**src/rtl/fpu_link_pkg.sv**
```systemverilog
// Shared definitions for the FPU pin protocol. Used by the host-side
// initiator and the FPU-side logic.
//   link_state_t : host link FSM states
//   PIN_CTRL     : io_in bit carrying the ctrl strobe
//   PIN_SEL      : io_in bit carrying the add/mul select
//   PIN_VALID    : io_out bit flagging a valid result byte
//   NIBBLES      : nibble cycles per request
//   BYTES        : byte cycles per result
//   pin_word()   : packs one io_in word
package fpu_link_pkg;

    typedef enum logic [2:0] {
        ST_IDLE,
        ST_SEND,
        ST_COMMIT,
        ST_WAIT,
        ST_CAP_HI,
        ST_RESP
    } link_state_t;

    localparam int PIN_CTRL  = 9;
    localparam int PIN_SEL   = 8;
    localparam int PIN_VALID = 8;
    localparam int NIBBLES   = 4;
    localparam int BYTES     = 2;

    // io_in word: [3:0] A nibble, [7:4] B nibble, select, ctrl; [11:10] stay 0.
    function automatic logic [11:0] pin_word(input logic ctrl, input logic sel,
                                             input logic [3:0] b_nib,
                                             input logic [3:0] a_nib);
        logic [11:0] w;
        w           = '0;
        w[3:0]      = a_nib;
        w[7:4]      = b_nib;
        w[PIN_SEL]  = sel;
        w[PIN_CTRL] = ctrl;
        return w;
    endfunction

endpackage

```
**src/rtl/fpu_link_timer.sv**
```systemverilog
// Load/decrement/expire counter used as the WAIT timeout.
//   clock, reset : clock and synchronous active-high reset
//   load         : load load_value (takes priority over dec)
//   load_value   : count to start from
//   dec          : decrement by one (saturates at 0)
//   expired      : high while the count is 1, i.e. the current edge is the
//                  load_value-th decrement edge since loading
module fpu_link_timer #(
    parameter int WIDTH = 8
) (
    input  logic             clock,
    input  logic             reset,
    input  logic             load,
    input  logic [WIDTH-1:0] load_value,
    input  logic             dec,
    output logic             expired
);

    logic [WIDTH-1:0] count_reg;

    always_ff @(posedge clock) begin
        if (reset) begin
            count_reg <= '0;
        end else if (load) begin
            count_reg <= load_value;
        end else if (dec && (count_reg != '0)) begin
            count_reg <= count_reg - 1'b1;
        end
    end

    assign expired = (count_reg == WIDTH'(1));

endmodule

```
**src/rtl/fpu_host_link.sv**
```systemverilog
// Host-side initiator for the FPU pin protocol. Serialises a parallel
// request (two half-precision operands plus select) onto io_in as four
// nibble cycles, holds ctrl for a commit window, then collects the 16-bit
// result from io_out as two byte cycles and offers it on a response
// handshake.
//   clock, reset          : clock, synchronous active-high reset
//   req_valid/req_ready   : request handshake (ready only in IDLE)
//   req_a, req_b, req_sel : operands and select (1 = add, 0 = mul)
//   resp_valid/resp_ready : response handshake, response held until taken
//   resp_data, resp_err   : captured result, timeout flag
//   pin_out               : to FPU io_in
//   pin_in                : from FPU io_out
// Build option FPU_HOST_TIMEOUT_EN: when defined, WAIT gives up after
// TIMEOUT edges without a valid byte and reports resp_err; when undefined,
// WAIT persists and resp_err is tied low.
module fpu_host_link
    import fpu_link_pkg::*;
#(
    parameter int HOLD_CYCLES = 2,
    parameter int TIMEOUT     = 64
) (
    input  logic        clock,
    input  logic        reset,
    input  logic        req_valid,
    output logic        req_ready,
    input  logic [15:0] req_a,
    input  logic [15:0] req_b,
    input  logic        req_sel,
    output logic        resp_valid,
    input  logic        resp_ready,
    output logic [15:0] resp_data,
    output logic        resp_err,
    output logic [11:0] pin_out,
    input  logic [11:0] pin_in
);

    localparam int DATA_W = 8 * BYTES;

    if (HOLD_CYCLES < 1 || HOLD_CYCLES > 15) begin : g_bad_hold
        $error("HOLD_CYCLES out of range 1..15");
    end
    if (TIMEOUT < 2 || TIMEOUT > 255) begin : g_bad_timeout
        $error("TIMEOUT out of range 2..255");
    end

    link_state_t       state_reg, state_next;
    logic [1:0]        nib_reg, nib_next;
    logic [3:0]        hold_reg, hold_next;
    logic [15:0]       a_reg, a_next;
    logic [15:0]       b_reg, b_next;
    logic              sel_reg, sel_next;
    logic [11:0]       pin_out_reg, pin_out_next;
    logic              resp_valid_reg, resp_valid_next;
    logic [DATA_W-1:0] resp_data_reg, resp_data_next;
    logic              resp_err_reg, resp_err_next;

    // io_out[11:9] carry nothing for the host.
    logic unused_pins;
    assign unused_pins = ^pin_in[11:9];

`ifdef FPU_HOST_TIMEOUT_EN
    logic timer_load;
    logic timer_dec;
    logic timer_expired;

    fpu_link_timer #(
        .WIDTH(8)
    ) u_timer (
        .clock      (clock),
        .reset      (reset),
        .load       (timer_load),
        .load_value (8'(TIMEOUT)),
        .dec        (timer_dec),
        .expired    (timer_expired)
    );
`endif

    always_ff @(posedge clock) begin
        if (reset) begin
            state_reg      <= ST_IDLE;
            nib_reg        <= '0;
            hold_reg       <= '0;
            a_reg          <= '0;
            b_reg          <= '0;
            sel_reg        <= 1'b0;
            pin_out_reg    <= '0;
            resp_valid_reg <= 1'b0;
            resp_data_reg  <= '0;
            resp_err_reg   <= 1'b0;
        end else begin
            state_reg      <= state_next;
            nib_reg        <= nib_next;
            hold_reg       <= hold_next;
            a_reg          <= a_next;
            b_reg          <= b_next;
            sel_reg        <= sel_next;
            pin_out_reg    <= pin_out_next;
            resp_valid_reg <= resp_valid_next;
            resp_data_reg  <= resp_data_next;
            resp_err_reg   <= resp_err_next;
        end
    end

    // Next state, plus registered outputs decoded from the *next* state so
    // pin_out and resp_valid line up with the state they belong to.
    always_comb begin
        state_next      = state_reg;
        nib_next        = nib_reg;
        hold_next       = hold_reg;
        a_next          = a_reg;
        b_next          = b_reg;
        sel_next        = sel_reg;
        resp_data_next  = resp_data_reg;
        resp_err_next   = resp_err_reg;
        pin_out_next    = '0;
        resp_valid_next = 1'b0;
`ifdef FPU_HOST_TIMEOUT_EN
        timer_load      = 1'b0;
        timer_dec       = 1'b0;
`endif

        case (state_reg)
            ST_IDLE: begin
                if (req_valid) begin
                    a_next         = req_a;
                    b_next         = req_b;
                    sel_next       = req_sel;
                    nib_next       = '0;
                    resp_data_next = '0;
                    resp_err_next  = 1'b0;
                    state_next     = ST_SEND;
                end
            end
            ST_SEND: begin
                if (nib_reg == 2'(NIBBLES - 1)) begin
                    hold_next  = '0;
                    state_next = ST_COMMIT;
                end else begin
                    nib_next = nib_reg + 2'd1;
                end
            end
            ST_COMMIT: begin
                if (hold_reg == 4'(HOLD_CYCLES - 1)) begin
                    state_next = ST_WAIT;
`ifdef FPU_HOST_TIMEOUT_EN
                    timer_load = 1'b1;
`endif
                end else begin
                    hold_next = hold_reg + 4'd1;
                end
            end
            ST_WAIT: begin
                // A valid byte wins over a simultaneous timeout.
                if (pin_in[PIN_VALID]) begin
                    resp_data_next[7:0] = pin_in[7:0];
                    state_next          = ST_CAP_HI;
                end
`ifdef FPU_HOST_TIMEOUT_EN
                else if (timer_expired) begin
                    resp_data_next = '0;
                    resp_err_next  = 1'b1;
                    state_next     = ST_RESP;
                end else begin
                    timer_dec = 1'b1;
                end
`endif
            end
            ST_CAP_HI: begin
                // The second byte follows the first unconditionally.
                resp_data_next[15:8] = pin_in[7:0];
                state_next           = ST_RESP;
            end
            ST_RESP: begin
                if (resp_ready) begin
                    state_next = ST_IDLE;
                end
            end
            default: begin
                state_next = ST_IDLE;
            end
        endcase

        case (state_next)
            ST_SEND:   pin_out_next = pin_word(1'b1, sel_next,
                                               b_next[{nib_next, 2'b00} +: 4],
                                               a_next[{nib_next, 2'b00} +: 4]);
            ST_COMMIT: pin_out_next = pin_word(1'b1, sel_next, 4'h0, 4'h0);
            ST_WAIT,
            ST_CAP_HI: pin_out_next = pin_word(1'b0, sel_next, 4'h0, 4'h0);
            ST_RESP:   resp_valid_next = 1'b1;
            default:   pin_out_next = '0;
        endcase
    end

    assign req_ready  = (state_reg == ST_IDLE);
    assign pin_out    = pin_out_reg;
    assign resp_valid = resp_valid_reg;
    assign resp_data  = resp_data_reg;
`ifdef FPU_HOST_TIMEOUT_EN
    assign resp_err   = resp_err_reg;
`else
    assign resp_err   = 1'b0;
`endif

endmodule

```
**config.mk**
```make
export PLATFORM = sky130hd
export DESIGN_NAME = fpu_host_link
export DESIGN_NICKNAME = d
export VERILOG_FILES = /design/src/rtl/fpu_link_pkg.sv /design/src/rtl/fpu_link_timer.sv /design/src/rtl/fpu_host_link.sv
export SDC_FILE = /design/constraint.sdc
export NUM_CORES = 1
export LEC_CHECK = 0
export ABC_CLOCK_PERIOD_IN_PS = 3500
export CORE_MARGIN = 5
export CORE_UTILIZATION = 50
export CTS_CLUSTER_DIAMETER = 80
export CTS_CLUSTER_SIZE = 24
export DETAILED_ROUTE_END_ITERATION = 6
export GPL_ROUTABILITY_DRIVEN = 0
export MAX_ROUTING_LAYER = met4
export PLACE_DENSITY = 0.83
export REMOVE_ABC_BUFFERS = 1
export SLEW_MARGIN = 30
export SYNTH_ARGS = -nofsm -noshare
export SYNTH_HDL_FRONTEND = slang
export SYNTH_SLANG_ARGS = --single-unit
```
**constraint.sdc**
```tcl
create_clock -name clock -period 3.5 [get_ports clock]
set_input_delay 0.35 -clock clock [delete_from_list [all_inputs] [get_ports clock]]
set_output_delay 0.35 -clock clock [all_outputs]
set_load 0.02 [all_outputs]
```
# Word level (Yosys, flattened, before mapping)
# Cells that the tools add are included.
totals:
  reg_bits: 71
  ram_bits: 0
  rom_bits: 0
  latchBits: 0
  memories: 0
  wordCells: 62
classes:
  eq_ne: 16
  n_lt_le_gt_ge: 0
  n_mul: 0
  n_addsub: 2
  n_div: 0
  n_reduce_logical: 8
  bitwise: 0
  mux: 24
  n_shift: 2
ops:
  columns: ["operator", "n"]
  rows:
  - ["$mux 16", 5]
  - ["$pmux 8 s2", 2]
  - ["$shiftx 16x5->4", 2]
  - ["$pmux 10 s3", 1]
  - ["$pmux 3 s6", 1]
  - ["$mux 3", 5]
  - ["$eq 3x2->1 const B", 4]
  - ["$eq 3x3->1 const B", 4]
  - ["$mux 4", 2]
  - ["$mux 8", 1]
  - ["$ne 2x2->1 const B", 4]
  - ["$pmux 4 s2", 1]
  - ["$eq 3x1->1 const B", 2]
  - ["$reduce_and 3->1", 2]
  - ["$reduce_bool 2->1", 3]
  - ["$add 4x1->4 const B", 1]
  - ["$eq 4x1->1 const B", 1]
  - ["$mux 2", 2]
  - ["$pmux 2 s2", 1]
  - ["$logic_not 3->1", 1]
  - ["$mux 1", 3]
  - ["$add 2x1->2 const B", 1]
  - ["$eq 2x2->1 const B", 1]
  - ["$reduce_and 2->1", 1]
  - ["$reduce_or 2->1", 1]

# Longest topological paths before layout
# Gate-level depths: netlist of run 1.
logic_depth:
  depth_word: 6
  depth_mapped: 7
  mapped_depth_nobuf: 6

# Worst setup path after synthesis of run 1
# Ideal clock, no wire load.
synth_timing:
  path_kind: "register to register"
  startpoint: "register state_reg[2]"
  endpoint: "register pin_out_reg[7], in the netlist pin_out[7]"
  n_path_buf: 2
  path_slack_ns: 1.334
  synth_period_minus_slack_ns: 2.166
  arrival_ns: 2.075
  path_stages_with_launch: 8
  required_ns: 3.408
  cell_sequence: "dfxtp_1 > buf_6 > or3b_4 > nor4b_4 > nor3_2 > or4_1 > buf_2 > nor4_1"
synth_between:
  elab_chain_cells: 5
  word_cells_on_any_way: 21
  cone_classes: "eq/ne: 9; shift: 1; mux: 9; reduce/logical: 2"
synth_rtl:
  columns: ["element", "line_no", "rtl"]
  rows:
  - ["start, declared", "fpu_host_link.sv:46", "link_state_t state_reg, state_next;"]
  - ["start signal, assigned", "fpu_host_link.sv:91", "state_reg <= state_next;"]
  - ["branches (longest 4 deep; another with $shiftx 16x5->4)", null, null]
  - ["$pmux 10 s3 (*)", "fpu_host_link.sv:183", "case (state_next)"]
  - ["end signal, assigned", "fpu_host_link.sv:97", "pin_out_reg <= pin_out_next;"]
  - ["end, declared", "fpu_host_link.sv:52", "logic [11:0] pin_out_reg, pin_out_next;"]
# Every way passes the cells marked *.
# A chain may end at the register's enable or synchronous reset.

# Worst setup path in the final report of run 1
layout_timing:
  startpoint: "register state_reg[1]"
  endpoint: "register pin_out_reg[7], in the netlist pin_out[7]"
# Same word-level chain as after synthesis.

==> results.yml, run 1 <==
status:
  outcome: "complete, no violations"
sta:
  rsz0062_at_grt: "no"
  slew_headroom_pct: 43.9
  period_needed_ns: 2.63
  clock.fmax_mhz: 381
  post-route-period-util_pct: 75.1
  clock_skew_ns: 0.00805
  final_max_slew_viol_count: 0
  final_hold_viol_count: 0
  setup_tns_ns: 0
  setup_violations: 0
  tightest_slew_ns: 0.842
power_and_ir_drop:
  switching_share_pct: 26.6
  total_power_mw: 1.68
  powerDensity_mw_per_mm2: 437
  leakage_nw: 1.43
  clkPwrFrac_pct: 34.9
  p_sw_mw: 0.446
  p_int_mw: 1.23
  seq_power_share_pct: 50.2
  comb_power_share_pct: 14.9
  ir_worst_vdd_mv: 0.323
logic_synthesis:
  yosys.area.top_type: "dfxtp_1"
  synth.most_common_cell: "nand2_1"
  ys_types: 48
  ys_top_cells_by_count: "nand2_1, dfxtp_1, a21oi_1"
  synth_edf_count: 0
  synthCells: 352
  async_reset_ff_share_pct: 0
  ys_ff_latch: 69
  avgSynthCellArea_um2: 8.25
  yosys_most_used_dff: "dfxtp_1"
  synth_area_mm2: 0.00290
  ys_warn_count: 0
  synth_top_cells_by_area: "dfxtp_1, nand2_1, a21oi_1, nor2_1, a22oi_1"
  yosysSeqAreaShare_pct: 47.6
  synth_top_area_share_pct: 47.6
critical_path:
  required_ns: 3.75
  worstReg2RegEnd: "pin_out[7]$_SDFF_PP0_"
  crit_fanout: 15
  start_kind: "register"
  rr_startpoint: "state_reg[1]$_SDFF_PP0_"
  reg2regPathDepth: 5
  reg2reg_setup_slack_ns: 0.87
  crit_type: "reg -> reg"
  end_kind: "register"
  crit_arrival_ns: 2.88
clocking:
  cts.clk_slew.worst_paths_ns: 0.07
  postCtsHoldBufs: 0
  ctsResizeCount: 0
  cts-root-buf: "clkbuf_8"
  cts_buffers: 9
  post-cts-setup-buffers: 0
  cts_buffer_depth: 2
  cts.sinks: 69
  htree_levels: 3
  worst_skew_pair.late_latency_ns: 0.34
  cts_tree: "yes"
grt:
  gr-total-overflow: 0
  grt_pass1_vias: 2512
  grtUsageTotal_pct: 20.0
  grt_first_pass_wirelength_mm: 11.5
  grt_max_degree: 61
  antenna_found_initial: 0
hold_path:
  min_path_cells: 2
  hold_path_end: "a_reg[6]$_SDFF_PP0_"
  hold_class: "reg -> reg"
  hold_start: "a_reg[6]$_SDFF_PP0_"
routing:
  vias: 2661
  wl_mm: 6.97
  first_iter_violations: 205
  antenna_left: 0
  drc: 0
  dr.pass1.iters: 4
  viasPerCell: 5.39
  wl_per_cell_um: 14.1
floorplan:
  initial_core_util_pct: 52.1
  row_count: 27
  die_h_um: 86.2
  dieArea_mm2: 0.00743
  die_w_um: 86.2
  io_pins: 80
  core_area_mm2: 0.00557
final_layout:
  post_layout_nonfiller_instances: 494
  drive_gt1_share_pct: 7.82
  multi_input_area_mm2: 0.00141
  design_area_mm2: 0.00384
  nets: 468
  n_fill_cell: 469
  seq_area_mm2: 0.00138
  diodes: 0
  postLayoutCoreUtil_pct: 68.8
  area_delta_synth_final_pct: 32.1
place:
  placed_cells: 478
  place_area_mm2: 0.00365
  dp_hpwl_mm: 4.66
  port_buffers: 73
job:
  maxCapViolCount: 0
[worst max-delay path by stage]
stage	from	depth (start not counted)	to	slack, ns
finish	state_reg[1]$_SDFF_PP0_	5	pin_out[7]$_SDFF_PP0_	0.87
global route	state_reg[1]$_SDFF_PP0_	5	pin_out[7]$_SDFF_PP0_	0.70
CTS	state_reg[1]$_SDFF_PP0_	5	pin_out[7]$_SDFF_PP0_	0.92
detailed placement	pin_in[8]	6	hold_reg[3]$_SDFFE_PP0P_	0.89
global placement	pin_in[8]	6	pin_out[7]$_SDFF_PP0_	0.89
floorplan	state_reg[0]$_SDFF_PP0_	4	resp_data[0]$_SDFFE_PP0P_	-1.90
[layer usage]
metal	vias to the layer above	global-route usage, %	part of all wire, %
met5	-	-	0
met4	0	9.35	1.8
met3	11	2.85	4.0
met2	53	34.1	51
met1	1249	23.2	43
li1	1348	-	-
[cell type report]
cell class	instances	area share, %
clock buffers	12	4.04
clock inverters	4	0.587
inverters	3	0.294
multi-input cells	256	36.8
flip-flops and latches	69	36.0
well taps	72	2.35
repair buffers	78	19.9
[cells in the final DEF, fill, tap and decap left out, types with 5 or more instances in the layout]
cell             synthesis  layout
dfxtp_1                 69      69
nor2_1                  34      34
or3_1                    7       7
clkdlybuf4s50_1          0      72
a21oi_1                 39      39
a31oi_1                  7       7
nand2b_1                 9       9
a22oi_1                 16      16
buf_4                    3       5
o21ai_0                  9       9
clkbuf_8                 0      11
nand2_1                 75      75
[kinds of logic (layout without fill, tap and decap cells)]
kind of cell             Yosys count  in the layout  synth area share [%]
AND/OR/NAND/NOR                  153            153                  25.0
AO/OA/AOI/OAI                     93             93                  20.3
flip-flops                        69             69                  47.6
buffers and inverters             29             97                  4.48
multiplexers                       4              4                  1.38
adder cells (fa/ha/maj)            2              2                 0.862
other                              1              3                 0.129
XOR/XNOR                           1              1                 0.302
[power by group through the flow]
stage | Sequential [mW] | Clock (mW) | Combinational [mW]
after floorplan | 0.867 | 0 | 0.122
after global placement | 0.858 | 0 | 0.247
after detailed placement | 0.859 | 0 | 0.250
after CTS | 0.841 | 0.597 | 0.251
after global routing | 0.845 | 0.635 | 0.276
final | 0.841 | 0.585 | 0.250
[critical path, stage by stage (launching register included)]
cell     delay (ns)
dfxtp_1        0.60
or3b_4         0.46
nor4b_4        0.32
nor3_2         0.13
or4_1          0.71
nor4_1         0.32
[through the flow]
step	hold WS [ns]	worst slack, ns
2_1_floorplan	0.419	-1.90
3_3_place_gp	0.438	0.894
3_5_place_dp	0.442	0.888
4_1_cts	0.451	0.918
5_1_grt	0.464	0.696
6_report	0.452	0.873
Note: power is estimated with default switching activity, not from simulation.
==> run 2: changes to the inputs <==
- ABC_CLOCK_PERIOD_IN_PS: 3500 -> 2300
- CORE_UTILIZATION: 50 -> 43
- PLACE_DENSITY: 0.83 -> 0.76
- clock period: 3.5 -> 2.3 ns (I/O delays scaled with it)
==> results.yml, run 2 (synthesis gave the netlist of run 1 again) <==
sta:
  rsz0062_at_grt: "no"
  setup_violations: 0
  slew_headroom_pct: 36.5
  tightest_slew_ns: 0.952
  timing.final.ws_setup_ns: 0.160
  clock.fmax_mhz: 467
  period_needed_ns: 2.14
  setup_tns_ns: 0
  post-route-period-util_pct: 93.1
  clock_skew_ns: 0.00972
  final_hold_viol_count: 0
  final_max_slew_viol_count: 0
  holdWs_ns: 0.240
clocking:
  ctsResizeCount: 0
  cts-root-buf: "clkbuf_8"
  cts_buffer_depth: 2
  worst_skew_pair.late_latency_ns: 0.34
  postCtsHoldBufs: 0
  cts.clk_slew.worst_paths_ns: 0.07
  cts.sinks: 69
  cts_buffers: 9
  htree_levels: 3
  cts_tree: "yes"
routing:
  viasPerCell: 5.31
  wl_per_cell_um: 14.2
  wl_mm: 7.21
  dr.pass1.iters: 4
  drc: 0
  vias: 2705
  first_iter_violations: 125
  antenna_left: 0
grt:
  grt_first_pass_wirelength_mm: 11.8
  grtUsageTotal_pct: 17.8
  antenna_found_initial: 0
  grt_max_degree: 61
  grt_pass1_vias: 2589
  gr-total-overflow: 0
critical_path:
  required_ns: 2.55
  slowest_delay_ns: 0.56
  reg2reg_setup_slack_ns: 0.16
  cp_top_family: "simple AND/OR/NAND/NOR gates"
  crit_slowest_cell: "or4_1"
  critPathBufInv: 1
  crit_type: "reg -> reg"
  start_kind: "register"
  crit_arrival_ns: 2.39
  crit_chain: "or3b_4 -> nor4b_4 -> nor3_2 -> or4_1 -> buf_4 -> a311oi_1"
  crit_fanout: 7
  end_kind: "register"
floorplan:
  die_h_um: 92.2
  die_w_um: 92.2
  initial_core_util_pct: 43.5
  core_area_mm2: 0.00668
  dieArea_mm2: 0.00850
  row_count: 30
  io_pins: 80
final_layout:
  seq_area_mm2: 0.00138
  design_area_mm2: 0.00395
  final_common_cell: "nand2_1"
  area_delta_synth_final_pct: 36.1
  postLayoutCoreUtil_pct: 59.1
  diodes: 0
  final_cell_mix: "nand2_1, clkdlybuf4s50_1, dfxtp_1, a21oi_1, nor2_1"
  post_layout_nonfiller_instances: 509
  n_fill_cell: 627
  multi_input_area_mm2: 0.00141
  drive_gt1_share_pct: 9.09
  nets: 478
hold_path:
  hold_class: "in -> reg"
power_and_ir_drop:
  powerDensity_mw_per_mm2: 690
  clkPwrFrac_pct: 38.3
  seq_power_share_pct: 46.7
  comb_power_share_pct: 15.0
  switching_share_pct: 24.2
  p_int_mw: 2.07
  ir_worst_vdd_mv: 0.343
  p_sw_mw: 0.660
  leakage_nw: 1.50
  total_power_mw: 2.73
place:
  dp_hpwl_mm: 4.97
  placed_cells: 496
  port_buffers: 73
  dp_slack_ns: 0.0463
  place_area_mm2: 0.00375
job:
  maxCapViolCount: 0
status:
  outcome: "complete, no violations"
==> run 2: power groups by stage <==
stage	logic (mW)	registers [mW]	clock network, mW
floorplan	0.186	1.32	0
global placement	0.402	1.30	0
detailed placement	0.410	1.30	0
CTS	0.412	1.27	1.06
global route	0.450	1.28	1.11
finish	0.409	1.27	1.04
==> run 2: final cells by class <==
| class | count | area share [%] |
|---|---|---|
| multi-input combinational | 256 | 35.6 |
| tap | 80 | 2.53 |
| sequential | 69 | 35.0 |
| timing repair buffer | 88 | 21.5 |
| clock inverter | 2 | 1.52 |
| inverter | 3 | 0.285 |
| clock buffer | 11 | 3.58 |
==> run 2: worst reg2reg max path, cell delays in order, from the launching register on <==
cell and delay, ns:
dfxtp_1 0.32, or3b_4 0.40, nor4b_4 0.27, nor3_2 0.09, or4_1 0.56, buf_4 0.20, a311oi_1 0.22
==> run 2: path summary, 6_finish.rpt <==
| path | from | to | cells past startpoint |
|---|---|---|---|
| setup / recovery | state_reg[1]$_SDFF_PP0_ | pin_out[3]$_SDFF_PP0_ | 6 |
| hold / removal | reset | pin_out[7]$_SDFF_PP0_ | 3 |
| setup reg to reg | state_reg[1]$_SDFF_PP0_ | pin_out[3]$_SDFF_PP0_ | 6 |
| hold reg to reg | a_reg[7]$_SDFF_PP0_ | a_reg[7]$_SDFF_PP0_ | 2 |
==> run 2: timing repair <==
action,4_1_cts,5_1_grt
hold endpoints to repair,0,0
buffers inserted,0,0
setup endpoints to repair,0,2
==> run 2: metal layers <==
metal  track usage, %  vias to the layer above  part of all wire [%]  routed length (um)
met4             8.29                        0                   2.0                 144
met3             3.20                       14                   4.6                 330
li1                 -                     1360                     -                   -
met2             29.7                       71                    51                3660
met5                -                        -                     0                   0
met1             20.7                     1260                    43                3080
==> run 3: changes to the inputs <==
- REMOVE_ABC_BUFFERS: 1 -> not set
- SKIP_CTS_REPAIR_TIMING: not set -> 1
==> results.yml, run 3 (synthesis gave the netlist of run 1 again) <==
floorplan:
  die_h_um: 92.2
  row_count: 30
  dieArea_mm2: 0.00850
  io_pins: 80
  die_w_um: 92.2
  initial_core_util_pct: 43.5
  core_area_mm2: 0.00668
final_layout:
  diodes: 0
  drive_gt1_share_pct: 9.93
  final_common_cell: "nand2_1"
  design_area_mm2: 0.00394
  seq_area_mm2: 0.00138
  nets: 481
  final_cell_mix: "nand2_1, clkdlybuf4s50_1, dfxtp_1, a21oi_1, nor2_1"
  post_layout_nonfiller_instances: 513
  area_delta_synth_final_pct: 35.6
  n_fill_cell: 614
  multi_input_area_mm2: 0.00141
critical_path:
  cp-startpoint: "state_reg[2]$_SDFF_PP0_"
  worstReg2RegEnd: "pin_out[6]$_SDFF_PP0_"
  end_kind: "register"
  crit_fanout: 7
  start_kind: "register"
  crit_arrival_ns: 2.40
  slowest_delay_ns: 0.54
  crit_type: "reg -> reg"
  reg2regPathDepth: 6
  rr_startpoint: "state_reg[2]$_SDFF_PP0_"
  reg2reg_setup_slack_ns: 0.15
  crit_slowest_cell: "or4_1"
  required_ns: 2.55
  crit_chain: "or3b_4 -> nor4b_4 -> nor3_2 -> or4_1 -> buf_4 -> a311oi_1"
  endpoint: "pin_out[6]$_SDFF_PP0_"
routing:
  drc: 0
  antenna_left: 0
  first_iter_violations: 209
  viasPerCell: 5.19
  wl_mm: 7.26
  dr.pass1.iters: 4
  vias: 2665
  wl_per_cell_um: 14.1
grt:
  grtUsageTotal_pct: 18.7
  grtUsageMet2_pct: 28.4
  grt_first_pass_wirelength_mm: 12.4
  antenna_found_initial: 0
  busiest_layer: "met2"
  grt_use_met3_pct: 4.02
  gr-total-overflow: 0
  grt_max_degree: 61
  use_met1_pct: 24.0
  grt_pass1_vias: 2658
sta:
  slew_headroom_pct: 47.2
  setup_violations: 0
  rsz0062_at_grt: "no"
  clock.fmax_mhz: 465
  period_needed_ns: 2.15
  holdWs_ns: 0.227
  clock_skew_ns: 0.00578
  final_hold_viol_count: 0
  tightest_slew_ns: 0.791
  post-route-period-util_pct: 93.5
  timing.final.ws_setup_ns: 0.151
  setup_tns_ns: 0
  final_max_slew_viol_count: 0
clocking:
  cts_tree: "yes"
  cts-root-buf: "clkbuf_8"
  cts.sinks: 69
  htree_levels: 3
  cts_buffer_depth: 2
  cts_buffers: 9
  worst_skew_pair.late_latency_ns: 0.34
  cts.clk_slew.worst_paths_ns: 0.07
power_and_ir_drop:
  powerDensity_mw_per_mm2: 645
  comb_power_share_pct: 16.4
  seq_power_share_pct: 50.4
  ir_worst_vdd_mv: 0.320
  clkPwrFrac_pct: 33.3
  leakage_nw: 1.50
  switching_share_pct: 25.7
  p_int_mw: 1.89
  p_sw_mw: 0.652
job:
  maxCapViolCount: 0
hold_path:
  hold_class: "in -> reg"
place:
  port_buffers: 73
  placed_cells: 499
  dp_hpwl_mm: 5.13
  place_area_mm2: 0.00377
  dp_slack_ns: 0.0900
status:
  outcome: "complete, no violations"
-- run 3: worst min-delay path by stage --
stage,cells past startpoint,end,startpoint,slack [ns]
finish,3,pin_out[7]$_SDFF_PP0_,reset,0.23
global placement,2,b_reg[5]$_SDFF_PP0_,b_reg[5]$_SDFF_PP0_,0.44
detailed placement,2,b_reg[5]$_SDFF_PP0_,b_reg[5]$_SDFF_PP0_,0.44
floorplan,1,sel_reg$_SDFF_PP0_,reset,0.31
global route,3,pin_out[7]$_SDFF_PP0_,reset,0.22
CTS,3,pin_out[7]$_SDFF_PP0_,reset,0.22
-- run 3: cell type report --
cell class              instances  share of cell area (%)
clock buffers                  12                    3.94
clock inverters                 2                   0.254
inverters                       3                   0.286
multi-input cells             256                    35.7
flip-flops and latches         69                    35.1
well taps                      80                    2.54
repair buffers                 91                    22.2
-- run 3: power groups by stage --
stage	Combinational, mW	Clock (mW)	Sequential, mW
after floorplan	0.209	0	1.32
after detailed placement	0.415	0	1.30
after global placement	0.410	0	1.30
after CTS	0.417	0.865	1.28
final	0.416	0.844	1.28
after global routing	0.458	0.927	1.28
-- run 3: worst max-delay path: cells and delay by family, from the launching register on --
| family | cells | cell delay (ns) |
|---|---|---|
| compound gates | 1 | 0.19 |
| buf+inv | 1 | 0.19 |
| flops | 1 | 0.32 |
| simple gates | 4 | 1.36 |
-- run 3: per-layer routing --
metal	share of wire, %	vias up	routed length (um)
li1	-	1370	-
met1	47	1225	3380
met2	47	62	3420
met3	4.7	8	338
met4	1.5	0	112
met5	0	-	0
-- run 3: through the flow --
step                util [%]  total power [mW]
global route            58.9              2.67
global placement        56.5              1.71
floorplan                  -              1.53
CTS                     58.9              2.56
detailed placement      56.5              1.72
finish                  58.9              2.54
